===== src/rtl/uart_bus_pkg.sv =====
// Shared constants for the UART CPU-side port: register map, status bit positions
// and the transmit sequencer state encoding.
package uart_bus_pkg;
   localparam logic [1:0] REG_DATA = 2'd0;
   localparam logic [1:0] REG_STAT = 2'd1;
   localparam logic [1:0] REG_CTRL = 2'd2;

   localparam int ST_RX_AVAIL   = 0;
   localparam int ST_TX_SPACE   = 1;
   localparam int ST_RX_OVERRUN = 2;
   localparam int ST_RX_FERR    = 3;
   localparam int ST_TX_BUSY    = 4;
   localparam int ST_TX_DROP    = 5;

   localparam int CTRL_RX_IE = 0;
   localparam int CTRL_TX_IE = 1;

   typedef enum logic [1:0] {
      TXF_IDLE       = 2'd0,
      TXF_WAIT_START = 2'd1,
      TXF_WAIT_DONE  = 2'd2
   } tx_state_e;
endpackage


===== src/rtl/uart_bus_if_fifo.sv =====
// Show-ahead synchronous FIFO; a push while full is accepted only when a pop
// frees the slot in the same cycle.
module sync_fifo #(
   parameter int WIDTH = 8,
   parameter int DEPTH = 16,
   parameter int AW    = $clog2(DEPTH)
) (
   input  logic             clk,
   input  logic             rst,
   input  logic             push,
   input  logic             pop,
   input  logic [WIDTH-1:0] din,
   output logic [WIDTH-1:0] dout,
   output logic             empty,
   output logic             full
);
   logic [WIDTH-1:0] mem_q [DEPTH];
   logic [AW-1:0]    rd_ptr_q, rd_ptr_d;
   logic [AW-1:0]    wr_ptr_q, wr_ptr_d;
   logic [AW:0]      count_q, count_d;
   logic             do_push, do_pop;

   assign empty   = (count_q == '0);
   assign full    = (count_q == (AW+1)'(DEPTH));
   assign do_pop  = pop & ~empty;
   assign do_push = push & (~full | do_pop);
   assign dout    = mem_q[rd_ptr_q];

   always_comb begin
      rd_ptr_d = rd_ptr_q + AW'(do_pop);
      wr_ptr_d = wr_ptr_q + AW'(do_push);
      count_d  = count_q + (AW+1)'(do_push) - (AW+1)'(do_pop);
   end

   always_ff @(posedge clk) begin
      if (rst) begin
         rd_ptr_q <= '0;
         wr_ptr_q <= '0;
         count_q  <= '0;
      end else begin
         rd_ptr_q <= rd_ptr_d;
         wr_ptr_q <= wr_ptr_d;
         count_q  <= count_d;
      end
   end

   // Storage needs no reset; occupancy is tracked by count_q alone.
   always_ff @(posedge clk) begin
      if (do_push) mem_q[wr_ptr_q] <= din;
   end
endmodule


===== src/rtl/uart_bus_if.sv =====
// CPU I/O port front end for the UART: RX/TX FIFOs, status/control registers,
// transmit sequencer and level interrupt.
//   state          | meaning
//   TXF_IDLE       | waiting for a queued byte and an idle transmitter
//   TXF_WAIT_START | byte launched, waiting for the UART to report busy
//   TXF_WAIT_DONE  | UART sending, waiting for busy to drop
module uart_bus_if
   import uart_bus_pkg::*;
#(
   parameter int FIFO_DEPTH = 16,
   parameter int FIFO_AW    = 4
) (
   input  logic       clk,
   input  logic       rst,
   input  logic       io_sel,
   input  logic [1:0] io_addr,
   input  logic       io_rd,
   input  logic       io_wr,
   input  logic [7:0] io_wdata,
   output logic [7:0] io_rdata,
   output logic       irq,
   input  logic       u_received,
   input  logic [7:0] u_rx_byte,
   input  logic       u_recv_error,
   input  logic       u_is_transmitting,
   output logic       u_transmit,
   output logic [7:0] u_tx_byte
);
   tx_state_e  state_q, state_d;
   logic [7:0] rdata_q, rdata_d;
   logic [7:0] tx_byte_q, tx_byte_d;
   logic       transmit_q, transmit_d;
   logic       irq_q, irq_d;
   logic [1:0] ctrl_q, ctrl_d;
   logic       ovr_q, ovr_d, ferr_q, ferr_d, drop_q, drop_d;

   logic       rd_en, wr_en, stat_rd, tx_wr;
   logic       rx_pop, rx_empty, rx_full, tx_push, tx_pop, tx_empty, tx_full;
   logic [7:0] rx_dout, tx_dout, status;

   assign rd_en   = io_sel & io_rd;
   assign wr_en   = io_sel & io_wr;
   assign stat_rd = rd_en & (io_addr == REG_STAT);
   assign rx_pop  = rd_en & (io_addr == REG_DATA) & ~rx_empty;
   assign tx_wr   = wr_en & (io_addr == REG_DATA);
   assign tx_push = tx_wr & ~tx_full;

   sync_fifo #(.WIDTH(8), .DEPTH(FIFO_DEPTH), .AW(FIFO_AW)) u_rx_fifo (
      .clk(clk), .rst(rst), .push(u_received), .pop(rx_pop), .din(u_rx_byte),
      .dout(rx_dout), .empty(rx_empty), .full(rx_full)
   );

   sync_fifo #(.WIDTH(8), .DEPTH(FIFO_DEPTH), .AW(FIFO_AW)) u_tx_fifo (
      .clk(clk), .rst(rst), .push(tx_push), .pop(tx_pop), .din(io_wdata),
      .dout(tx_dout), .empty(tx_empty), .full(tx_full)
   );

   always_comb begin
      status                = '0;
      status[ST_RX_AVAIL]   = ~rx_empty;
      status[ST_TX_SPACE]   = ~tx_full;
      status[ST_RX_OVERRUN] = ovr_q;
      status[ST_RX_FERR]    = ferr_q;
      status[ST_TX_BUSY]    = (state_q != TXF_IDLE) | ~tx_empty;
      status[ST_TX_DROP]    = drop_q;
   end

   always_comb begin
      state_d    = state_q;
      tx_pop     = 1'b0;
      transmit_d = 1'b0;
      tx_byte_d  = tx_byte_q;
      unique case (state_q)
         TXF_IDLE: begin
            if (!tx_empty && !u_is_transmitting) begin
               tx_pop     = 1'b1;
               tx_byte_d  = tx_dout;
               transmit_d = 1'b1;
               state_d    = TXF_WAIT_START;
            end
         end
         TXF_WAIT_START: if (u_is_transmitting) state_d = TXF_WAIT_DONE;
         TXF_WAIT_DONE:  if (!u_is_transmitting) state_d = TXF_IDLE;
         default:        state_d = TXF_IDLE;
      endcase
   end

   // A set event in the same cycle as a status read beats the read-clear.
   always_comb begin
      ovr_d  = (u_received & rx_full & ~rx_pop) | (ovr_q & ~stat_rd);
      ferr_d = u_recv_error | (ferr_q & ~stat_rd);
      drop_d = (tx_wr & tx_full) | (drop_q & ~stat_rd);
      ctrl_d = (wr_en && io_addr == REG_CTRL) ? io_wdata[1:0] : ctrl_q;
      irq_d  = (ctrl_q[CTRL_RX_IE] & ~rx_empty) |
               (ctrl_q[CTRL_TX_IE] & tx_empty & (state_q == TXF_IDLE));
      rdata_d = rdata_q;
      if (rd_en) begin
         unique case (io_addr)
            REG_DATA: rdata_d = rx_empty ? 8'h00 : rx_dout;
            REG_STAT: rdata_d = status;
            REG_CTRL: rdata_d = {6'b0, ctrl_q};
            default:  rdata_d = 8'h00;
         endcase
      end
   end

   always_ff @(posedge clk) begin
      if (rst) begin
         state_q    <= TXF_IDLE;
         rdata_q    <= '0;
         tx_byte_q  <= '0;
         transmit_q <= 1'b0;
         irq_q      <= 1'b0;
         ctrl_q     <= '0;
         ovr_q      <= 1'b0;
         ferr_q     <= 1'b0;
         drop_q     <= 1'b0;
      end else begin
         state_q    <= state_d;
         rdata_q    <= rdata_d;
         tx_byte_q  <= tx_byte_d;
         transmit_q <= transmit_d;
         irq_q      <= irq_d;
         ctrl_q     <= ctrl_d;
         ovr_q      <= ovr_d;
         ferr_q     <= ferr_d;
         drop_q     <= drop_d;
      end
   end

   assign io_rdata   = rdata_q;
   assign irq        = irq_q;
   assign u_transmit = transmit_q;
   assign u_tx_byte  = tx_byte_q;
endmodule


===== config.mk =====
export PLATFORM = sky130hd
export DESIGN_NAME = uart_bus_if
export DESIGN_NICKNAME = d
export VERILOG_FILES = /design/src/rtl/uart_bus_pkg.sv /design/src/rtl/uart_bus_if_fifo.sv /design/src/rtl/uart_bus_if.sv
export SDC_FILE = /design/constraint.sdc
export NUM_CORES = 1
export LEC_CHECK = 0
export BUFFER_PORTS_ARGS = -buffer_cell sky130_fd_sc_hd__buf_2
export CAP_MARGIN = 15
export CELL_PAD_IN_SITES_DETAIL_PLACEMENT = 0
export CELL_PAD_IN_SITES_GLOBAL_PLACEMENT = 1
export CORE_UTILIZATION = 45
export DETAILED_ROUTE_END_ITERATION = 8
export PLACE_DENSITY_LB_ADDON = 0.1
export SETUP_SLACK_MARGIN = 0.1
export SLEW_MARGIN = 20
export SYNTH_ARGS = -nofsm -noshare
export SYNTH_HDL_FRONTEND = slang
export SYNTH_SLANG_ARGS = --single-unit

===== constraint.sdc =====
create_clock -name clk -period 7.3 [get_ports clk]
set_input_delay 0.73 -clock clk [delete_from_list [all_inputs] [get_ports clk]]
set_output_delay 0.73 -clock clk [all_outputs]
set_load 0.005 [all_outputs]

==> qor.csv, run 1 <==
stage,metric,value,unit
outcome,status,completed,
critical_path,critPathBufInv,4,
timing,rsz0062_at_grt,false,
finish,multiInputGateArea,0.00329,mm2
floorplan,die_area,0.0278,mm2
power,peakVddDrop,0.000173,V
synthesis,syn-cell-area,0.0122,mm2
synthesis,ys_seq_area_share,71.4,%
synthesis,ys_warn_count,0,
floorplan,fp.dieH,167,um
power,clockPowerShare,39.4,%
timing,hold_viol,0,
placed_design,port_buffers,43,
finish,fin_util,52.8,%
cts,cts_tree,done,
floorplan,io_pins,44,
synthesis,ys_types,52,
detailed_routing,drc_errors,0,
synthesis,synth_edf_count,256,
floorplan,core_region_area,0.0264,mm2
synthesis,yosysTopAreaCellShare,63.0,%
global_route,grt_max_degree,44,
critical_path,startpoint_type,register,
timing,final.period_utilization,45.5,%
timing,skew,11.9,ps
power,power.internal,3360,uW
critical_path,regToRegStartpoint,u_rx_fifo.count_q[2],
synthesis,avgSynthCellArea,18.1,um2
global_route,grt.total_usage,18.9,%
cts,cts_setup_buffers,0,
detailed_routing,dr.first_iter.drc_count,587,
synthesis,synthCells,673,
run,maxCapViolations,0,
timing,setup_tns,0,ps
critical_path,path_cells,inv_1 -> ha_1 -> nor4b_1 -> or2_0 -> inv_1 -> ha_1 -> inv_1 -> ha_1 -> inv_1 -> fa_1 -> nor2b_1 -> o21bai_1 -> a21oi_1 -> nor3b_1,
timing,fin_crit,3320,ps
critical_path,crit_type,reg2reg,
detailed_routing,wl,25200,um
finish,fill_cells,2086,
critical_path,cp_top_family,simple AND/OR/NAND/NOR gates,
critical_path,critical_path_required,7710,ps
power,p_switching,1040,uW
power,seqPwrFrac,46.3,%
cts,cts_hold_buffers,0,
timing,worst_slew_pin_slew,1120,ps
timing,slew-limit-headroom,24.9,%
power,power_density,316,mW/mm2
critical_path,path_max_fanout,7,
finish,ff_latch_area,0.00871,mm2
global_route,grt_pass1_vias,6359,
global_route,grt-ovfl-total,0,
global_route,antenna_found_initial,1,
synthesis,ys_top_cells_by_area,"edfxtp_1 63%, mux4_2 12%, dfxtp_1 8.4%, mux2i_1 2.5%, ha_1 2.1%",
timing,setup-violations-final,0,
finish,drive_above_1_share,23.9,%
critical_path,critPathLaunch,u_rx_fifo.count_q[2],
power,power.leakage,0.00460,uW
synthesis,ys.flop_type,edfxtp_1,
finish,syn_to_final_growth,14.1,%
power,switching_share,23.6,%
cts,cts_resized,0,
detailed_routing,dr.pass1.iters,4,
critical_path,cpMaxStageDelayCell,nor4b_1,
timing,fmax,301,MHz
synthesis,async_flop_share,0,%
min_path,hold_start,u_is_transmitting,
cts,clock_sink_count,307,
global_route,grt_pass1_wl,39000,um
synthesis,ys_ff_latch,307,
timing,drv_slew,0,
min_path,hold_class,in2reg,
placed_design,gp_congestion,0.775,
finish,layout.nets,778,
placed_design,dp_hpwl,16100,um
detailed_routing,vias,6145,
detailed_routing,wire_per_inst,23.2,um
detailed_routing,antenna_left,0,
synthesis,synth_top_area_cell,edfxtp_1,
critical_path,crit_path_frequent_cell,inv_1,
critical_path,critPathMaxStageDelay,650,ps
cts,cts_buffers,31,
finish,antenna_cells,0,
critical_path,cp-end-kind,register,
floorplan,chipWidth,167,um
cts,cts.clk_slew.worst_paths,60,ps
cts,cts_buffer_depth,3,
cts,clk_latency,550,ps
detailed_routing,via_per_inst,5.64,
cts,ctsHtreeMaxLevel,1,
floorplan,num_rows,59,
critical_path,crit_arrival,3730,ps
floorplan,initial_utilization,46.3,%
power,combPwrFrac,14.4,%
cts,root_buffer,clkbuf_16,
synthesis,postSynthNetCount,721,
==> cells in the mapped netlist, drive strengths merged, types with 3 or more instances <==
master  count
a21o       10
a21oi      12
a22oi       9
a31oi       5
buf        18
clkbuf     12
dfxtp      51
edfxtp    256
ha         20
inv        19
mux2i      31
mux4       63
nand2       9
nand2b      5
nand3      13
nand3b      4
nor2       48
nor2b      16
nor3       12
nor3b       3
nor4        3
nor4b       3
o22ai       8
or3         4
xnor2       6
xor2        7
==> logic make-up after synthesis <==
logic type / Yosys count / share of synthesized area [%]
flip-flops: 307 / 71.4
AND/OR/NAND/NOR: 135 / 6.26
multiplexers: 94 / 14.2
AO/OA/AOI/OAI: 53 / 3.11
buffers and inverters: 49 / 1.79
adder cells (fa/ha/maj): 22 / 2.38
XOR/XNOR: 13 / 0.933
==> through the flow <==
| stage | area, um2 | instances | setup WS [ps] | hold WS, ps | power, uW |
|---|---|---|---|---|---|
| floorplan | 12200 | 673 | 4520 | 436 | 2530 |
| global placement | 12800 | 1032 | 4070 | 434 | 2690 |
| detailed placement | 12800 | 1032 | 3920 | 441 | 2710 |
| CTS | 13900 | 1089 | 3900 | 379 | 4440 |
| global route | 13900 | 1089 | 3590 | 404 | 4570 |
| finish | 13900 | 1089 | 3980 | 395 | 4390 |
==> final cells by class <==
cell class                 instances  area share (%)
sequential                       307            62.6
multi-input combinational        317            23.7
timing repair buffer              54            2.14
clock buffer                      37            5.88
inverter                          19           0.512
tap                              335            3.01
clock inverter                    20            2.23
==> power by group through the flow <==
stage	clock network, uW	registers (uW)	logic [uW]
after floorplan	0	2050	478
after global placement	0	2070	624
after detailed placement	0	2070	641
after CTS	1760	2030	645
after global routing	1820	2040	706
final	1730	2030	631
==> worst register-to-register path, delay by kind of cell (launching register included) <==
kind	cells	cell delay (ps)
simple gates	4	1290
fa+ha+maj	4	1000
flops	1	320
buf+inv	4	320
compound gates	2	260
==> path summary, 6_finish.rpt <==
check	slack, ps	to	depth (start not counted)
max	3980	u_rx_fifo.count_q[4]	14
min	400	state_q[0]	2
max reg2reg	3980	u_rx_fifo.count_q[4]	14
min reg2reg	460	u_tx_byte[6]	1
==> sequential cells by signal, summed over array words and instances, names as in the netlist, 4 cells and up <==
register and cells:
u_rx_fifo.rd_ptr_q 4, u_tx_fifo.mem_q 128, u_rx_fifo.count_q 5, u_rx_fifo.wr_ptr_q 4, u_tx_byte 8, u_tx_fifo.rd_ptr_q 4, u_tx_fifo.wr_ptr_q 4, u_rx_fifo.mem_q 128
io_rdata 8, u_tx_fifo.count_q 5
==> layout by cell type (no fill, tap or decap), drive strengths merged, types with 16 or more instances in the layout <==
| cell type | Yosys | routed |
|---|---|---|
| edfxtp | 256 | 256 |
| buf | 18 | 54 |
| clkbuf | 12 | 37 |
| ha | 20 | 20 |
| mux4 | 63 | 63 |
| dfxtp | 51 | 51 |
| mux2i | 31 | 31 |
| inv | 19 | 20 |
| nor2 | 48 | 48 |
| nor2b | 16 | 16 |
==> per-layer routing <==
metal | vias up | GRT usage, % | wire, um
met2 | 140 | 28.8 | 11400
met3 | 39 | 2.90 | 1150
met5 | - | 0 | 10
met1 | 3180 | 28.4 | 12100
li1 | 2784 | - | -
met4 | 2 | 5.23 | 545
No activity file was read; power rests on OpenSTA's default activity.
==> run 2, diff against run 1 <==
==> constraint.sdc (replaced) <==
create_clock -name clk -period 3.3 [get_ports clk]
set_input_delay 0.33 -clock clk [delete_from_list [all_inputs] [get_ports clk]]
set_output_delay 0.33 -clock clk [all_outputs]
set_load 0.005 [all_outputs]
==> run 2 against run 1 <==
  * First-iteration DRC count shrank 32%
  * Die area unchanged
  * Wire length is 0.92% higher
  * Sequential share of layout area down 0.60 points
  * Critical path depth shrank 1
  * Highest routed layer is now met4
  * Combinational power rose by 130%
  * Clock skew is 3.4 ps higher
  * Fmax up 17%
  * Cell count rose by 3.3%
  * Critical endpoint is now u_tx_fifo.count_q[4]
  * Hold slack lost 350 ps
  * Total power up 110%
==> qor.csv, run 2 (synthesized netlist as in run 1, its figures left out) <==
stage,metric,value,unit
floorplan,die_area,0.0278,mm2
finish,layout_commonest_cell,edfxtp_1,
finish,antenna_cells,0,
min_path,min_path_cells,2,
detailed_routing,dr.first_iter.drc_count,402,
global_route,grt-ovfl-total,0,
timing,fin_crit,2840,ps
finish,syn_to_final_growth,15.2,%
placed_design,dp_hpwl,16500,um
floorplan,initial_utilization,46.3,%
timing,drv_slew,0,
critical_path,rr_worst_depth,13,
global_route,grt.total_usage,18.9,%
global_route,antenna_found_initial,0,
run,maxCapViolations,0,
timing,setup-violations-final,0,
timing,rsz0062_at_grt,false,
critical_path,cpMaxStageDelayCell,fa_1,
critical_path,cp_top_family,adder cells,
critical_path,critPathBufInv,3,
critical_path,crit_arrival,3250,ps
floorplan,chipWidth,167,um
cts,ctsHtreeMaxLevel,2,
finish,layout.nets,817,
critical_path,path_max_fanout,3,
critical_path,critical_path_required,3710,ps
timing,skew,15.3,ps
critical_path,crit_type,reg2reg,
finish,drive_above_1_share,26.6,%
cts,cts_buffer_depth,3,
timing,slew-limit-headroom,37.6,%
critical_path,startpoint_type,register,
detailed_routing,wl,25500,um
detailed_routing,wire_per_inst,22.6,um
cts,cts_hold_buffers,0,
finish,fin_util,53.3,%
detailed_routing,dr.pass1.iters,5,
global_route,grt_pass1_vias,6443,
critical_path,cp-end-kind,register,
critical_path,worst-path-stages,13,
power,power_density,665,mW/mm2
floorplan,num_rows,59,
detailed_routing,antenna_left,0,
cts,root_buffer,clkbuf_16,
floorplan,fp.dieH,167,um
timing,worst_slew_pin_slew,934,ps
power,peakVddDrop,0.000450,V
placed_design,dpl.cell_count,1068,
timing,hold_viol,0,
cts,cts.clk_slew.worst_paths,60,ps
floorplan,core_region_area,0.0264,mm2
cts,cts_tree,done,
outcome,status,completed,
cts,cts_buffers,34,
timing,fmax,352,MHz
global_route,grt_pass1_wl,38800,um
finish,largestRegisters,"u_rx_fifo.mem_q (128), u_tx_fifo.mem_q (128)",
cts,cts_resized,0,
placed_design,port_buffers,43,
detailed_routing,drc_errors,0,
cts,clk_latency,500,ps
detailed_routing,via_per_inst,5.60,
detailed_routing,vias,6297,
critical_path,critPathMaxStageDelay,430,ps
power,power.leakage,0.00474,uW
finish,instances_no_fill,1125,
global_route,grt_max_degree,43,
power,p_total,9350,uW
timing,final.period_utilization,86.1,%
critical_path,path_cells,inv_1 -> ha_1 -> nor4b_1 -> nor4_1 -> ha_1 -> inv_1 -> ha_1 -> inv_1 -> fa_1 -> nor2b_1 -> o21bai_1 -> nand3_1 -> nor3b_1,
timing,whs,44.4,ps
cts,cts_setup_buffers,0,
floorplan,io_pins,44,
cts,clock_sink_count,307,
placed_design,gp_congestion,0.746,
min_path,hold_class,in2reg,
finish,final_cell_mix,"256 x edfxtp_1, 63 x mux4_2, 49 x dfxtp_1, 48 x nor2_1, 46 x buf_4",
timing,setup_tns,0,ps
## run 2: cell type report
| class | count | area, um2 |
|---|---|---|
| Fill cell | 2078 | 12300 |
| Sequential cell | 307 | 8710 |
| Multi-Input combinational cell | 317 | 3280 |
| Clock buffer | 43 | 926 |
| Timing Repair Buffer | 90 | 581 |
| Tap cell | 335 | 419 |
| Clock inverter | 14 | 73.8 |
| Inverter | 19 | 71.3 |
## run 2: through the flow
stage	setup slack (ps)	instance area, um2
CTS	444	14100
detailed placement	458	13100
floorplan	552	12200
finish	458	14100
global placement	560	13100
global route	180	14100
## run 2: final timing paths
check,from,endpoint,slack [ps]
worst min register to register,u_tx_byte[0],u_tx_byte[0],450
worst max register to register,u_tx_fifo.count_q[2],u_tx_fifo.count_q[4],460
worst min-delay path,u_is_transmitting,state_q[0],40
worst max-delay path,u_tx_fifo.count_q[2],u_tx_fifo.count_q[4],460
## run 2: routing by layer
layer | part of all wire (%) | up-vias | global-route usage (%)
met3 | 5.2 | 40 | 3.30
met4 | 2.0 | 0 | 5.80
met2 | 45 | 168 | 28.6
met5 | 0 | - | 0
met1 | 47 | 3239 | 28.1
li1 | - | 2850 | -
## run 2: power breakdown
| part | internal (uW) | switching [uW] | leakage, uW | total, uW |
|---|---|---|---|---|
| combinational | 717 | 703 | 0.00152 | 1420 |
| sequential | 4370 | 162 | 0.00272 | 4530 |
| clock | 1980 | 1420 | 0.000493 | 3400 |
| total | 7070 | 2290 | 0.00474 | 9350 |
==> run 3, diff against run 2 <==
--- a/config.mk
+++ b/config.mk
@@ -9,8 +9,10 @@
 export CAP_MARGIN = 15
 export CELL_PAD_IN_SITES_DETAIL_PLACEMENT = 0
 export CELL_PAD_IN_SITES_GLOBAL_PLACEMENT = 1
+export CORE_ASPECT_RATIO = 0.6
 export CORE_UTILIZATION = 45
 export DETAILED_ROUTE_END_ITERATION = 8
+export HOLD_SLACK_MARGIN = 0.08
 export PLACE_DENSITY_LB_ADDON = 0.1
 export SETUP_SLACK_MARGIN = 0.1
 export SLEW_MARGIN = 20
==> constraint.sdc (replaced) <==
create_clock -name clk -period 3.4 [get_ports clk]
set_input_delay 0.34 -clock clk [delete_from_list [all_inputs] [get_ports clk]]
set_output_delay 0.34 -clock clk [all_outputs]
set_load 0.005 [all_outputs]
==> run 3 against run 2 <==
  * Via count rose by 2.0%
  * Combinational power hardly changed
  * Hold slack better by 66 ps
  * Sequential share of layout area down 0.39 points
  * Sequential power fell by 3%
  * Core utilization about the same
  * Critical path depth is 2 higher
  * Clock power is 4% higher
  * Total power about the same
  * First-iteration DRC count up 27%
  * Critical path type unchanged
==> qor.csv, run 3 (synthesized netlist as in run 1, its figures left out) <==
stage,metric,value,unit
timing,setup_tns,0,ps
global_route,grt_max_degree,43,
cts,cts_tree,done,
floorplan,io_pins,44,
finish,layout.nets,813,
critical_path,crit_type,reg2reg,
detailed_routing,wl,27300,um
timing,slew-limit-headroom,41.8,%
global_route,grt_pass1_wl,40300,um
detailed_routing,wire_per_inst,23.8,um
run,maxCapViolations,0,
timing,worst_slack,543,ps
timing,whs,110,ps
min_path,hold_class,in2reg,
min_path,hold_end,ovr_q,
floorplan,initial_utilization,46.0,%
cts,cts.clk_slew.worst_paths,70,ps
critical_path,r2r_end,u_rx_fifo.count_q[4],
floorplan,core_region_area,0.0265,mm2
cts,clk_latency,560,ps
power,p_total,9350,uW
critical_path,regToRegStartpoint,u_rx_fifo.count_q[3],
timing,rsz0062_at_grt,false,
cts,cts_setup_buffers,0,
outcome,status,completed,
cts,root_buffer,clkbuf_16,
timing,fin_crit,2860,ps
timing,fmax,350,MHz
global_route,antenna_found_initial,0,
timing,worst_slew_pin_slew,870,ps
floorplan,die_area,0.0278,mm2
timing,drv_slew,0,
floorplan,chipWidth,215,um
detailed_routing,vias,6422,
detailed_routing,antenna_left,0,
finish,syn_to_final_growth,15.9,%
global_route,grt.total_usage,20.0,%
min_path,min_path_cells,3,
detailed_routing,drc_errors,0,
cts,clock_sink_count,307,
power,peakVddDrop,0.000417,V
timing,hold_viol,0,
critical_path,critical_path_required,3830,ps
timing,final.period_utilization,84.0,%
cts,ctsHtreeMaxLevel,1,
placed_design,dp_hpwl,18500,um
global_route,grt_pass1_vias,6352,
detailed_routing,dr.first_iter.drc_count,510,
placed_design,dpl.cell_count,1092,
finish,drive_above_1_share,27.2,%
timing,skew,14.5,ps
finish,layout_commonest_cell,edfxtp_1,
timing,setup-violations-final,0,
detailed_routing,via_per_inst,5.59,
floorplan,fp.dieH,130,um
cts,cts_buffers,29,
min_path,hold_start,u_received,
placed_design,port_buffers,43,
power,power_density,661,mW/mm2
finish,final_cell_mix,"256 x edfxtp_1, 63 x mux4_2, 49 x dfxtp_1, 48 x nor2_1, 46 x buf_4",
critical_path,path_max_fanout,5,
critical_path,startpoint_type,register,
critical_path,crit_arrival,3290,ps
finish,instances_no_fill,1148,
finish,antenna_cells,0,
placed_design,gp_congestion,0.825,
power,power.leakage,0.00476,uW
floorplan,num_rows,46,
finish,largestRegisters,"u_rx_fifo.mem_q (128), u_tx_fifo.mem_q (128)",
critical_path,rr_worst_depth,15,
detailed_routing,dr.pass1.iters,6,
placed_design,dp_slack,415,ps
critical_path,cp-end-kind,register,
cts,cts_buffer_depth,3,
global_route,grt-ovfl-total,0,
critical_path,reg2reg_slack,540,ps
==> run 3: how the worst max path moves through the flow <==
stage	from	end	slack, ps	cells after the start
detailed placement	u_tx_fifo.count_q[2]	u_tx_fifo.count_q[4]	410	14
floorplan	u_rx_fifo.count_q[3]	u_rx_fifo.count_q[4]	650	15
global route	u_tx_fifo.count_q[2]	u_tx_fifo.count_q[4]	300	14
finish	u_rx_fifo.count_q[3]	u_rx_fifo.count_q[4]	540	15
CTS	u_tx_fifo.count_q[2]	u_tx_fifo.count_q[4]	410	14
global placement	u_tx_fifo.count_q[2]	u_tx_fifo.count_q[4]	620	14
==> run 3: what timing repair did <==
action | CTS | global route
endpoints found under the setup margin | 0 | 1
endpoints found under the hold margin | 3 | 0
hold buffers | 2 | 0
gates resized for setup | 0 | 1
==> run 3: worst max-delay path, stage by stage, from the launching register on <==
cell and delay (ps):
dfxtp_1 330, inv_1 80, ha_1 170, nor4b_1 260, buf_4 200, or2_0 140, inv_1 80, ha_1 260
inv_1 60, ha_1 160, inv_1 60, fa_1 400, nor2b_1 180, o21bai_1 110, a21oi_1 180, nor3b_1 70
==> run 3: metrics by stage <==
stage | util [%] | cell area (um2)
6_report | 53.3 | 14100
4_1_cts | 53.3 | 14100
3_3_place_gp | 49.3 | 13100
3_5_place_dp | 49.3 | 13100
5_1_grt | 53.3 | 14100
2_1_floorplan | - | 12200
==> run 3: layout make-up <==
| cell class | instances | area, um2 |
|---|---|---|
| inverter | 19 | 71.3 |
| tap | 360 | 450 |
| timing repair buffer | 91 | 581 |
| clock buffer | 37 | 807 |
| clock inverter | 17 | 244 |
| sequential | 307 | 8710 |
| multi-input combinational | 317 | 3280 |
| fill | 2116 | 12400 |
==> run 3: routing by layer <==
layer | global-route usage (%) | part of all wire [%] | vias to the layer above
met1 | 32.7 | 52 | 3371
met3 | 3.54 | 4.8 | 32
li1 | - | - | 2855
met2 | 27.6 | 41 | 164
met5 | 0 | 0 | -
met4 | 4.03 | 1.8 | 0
==> run 3: report_power, final <==
part           switching (uW)  internal, uW
registers                 157          4240
logic                     718           708
clock network            1390          2130
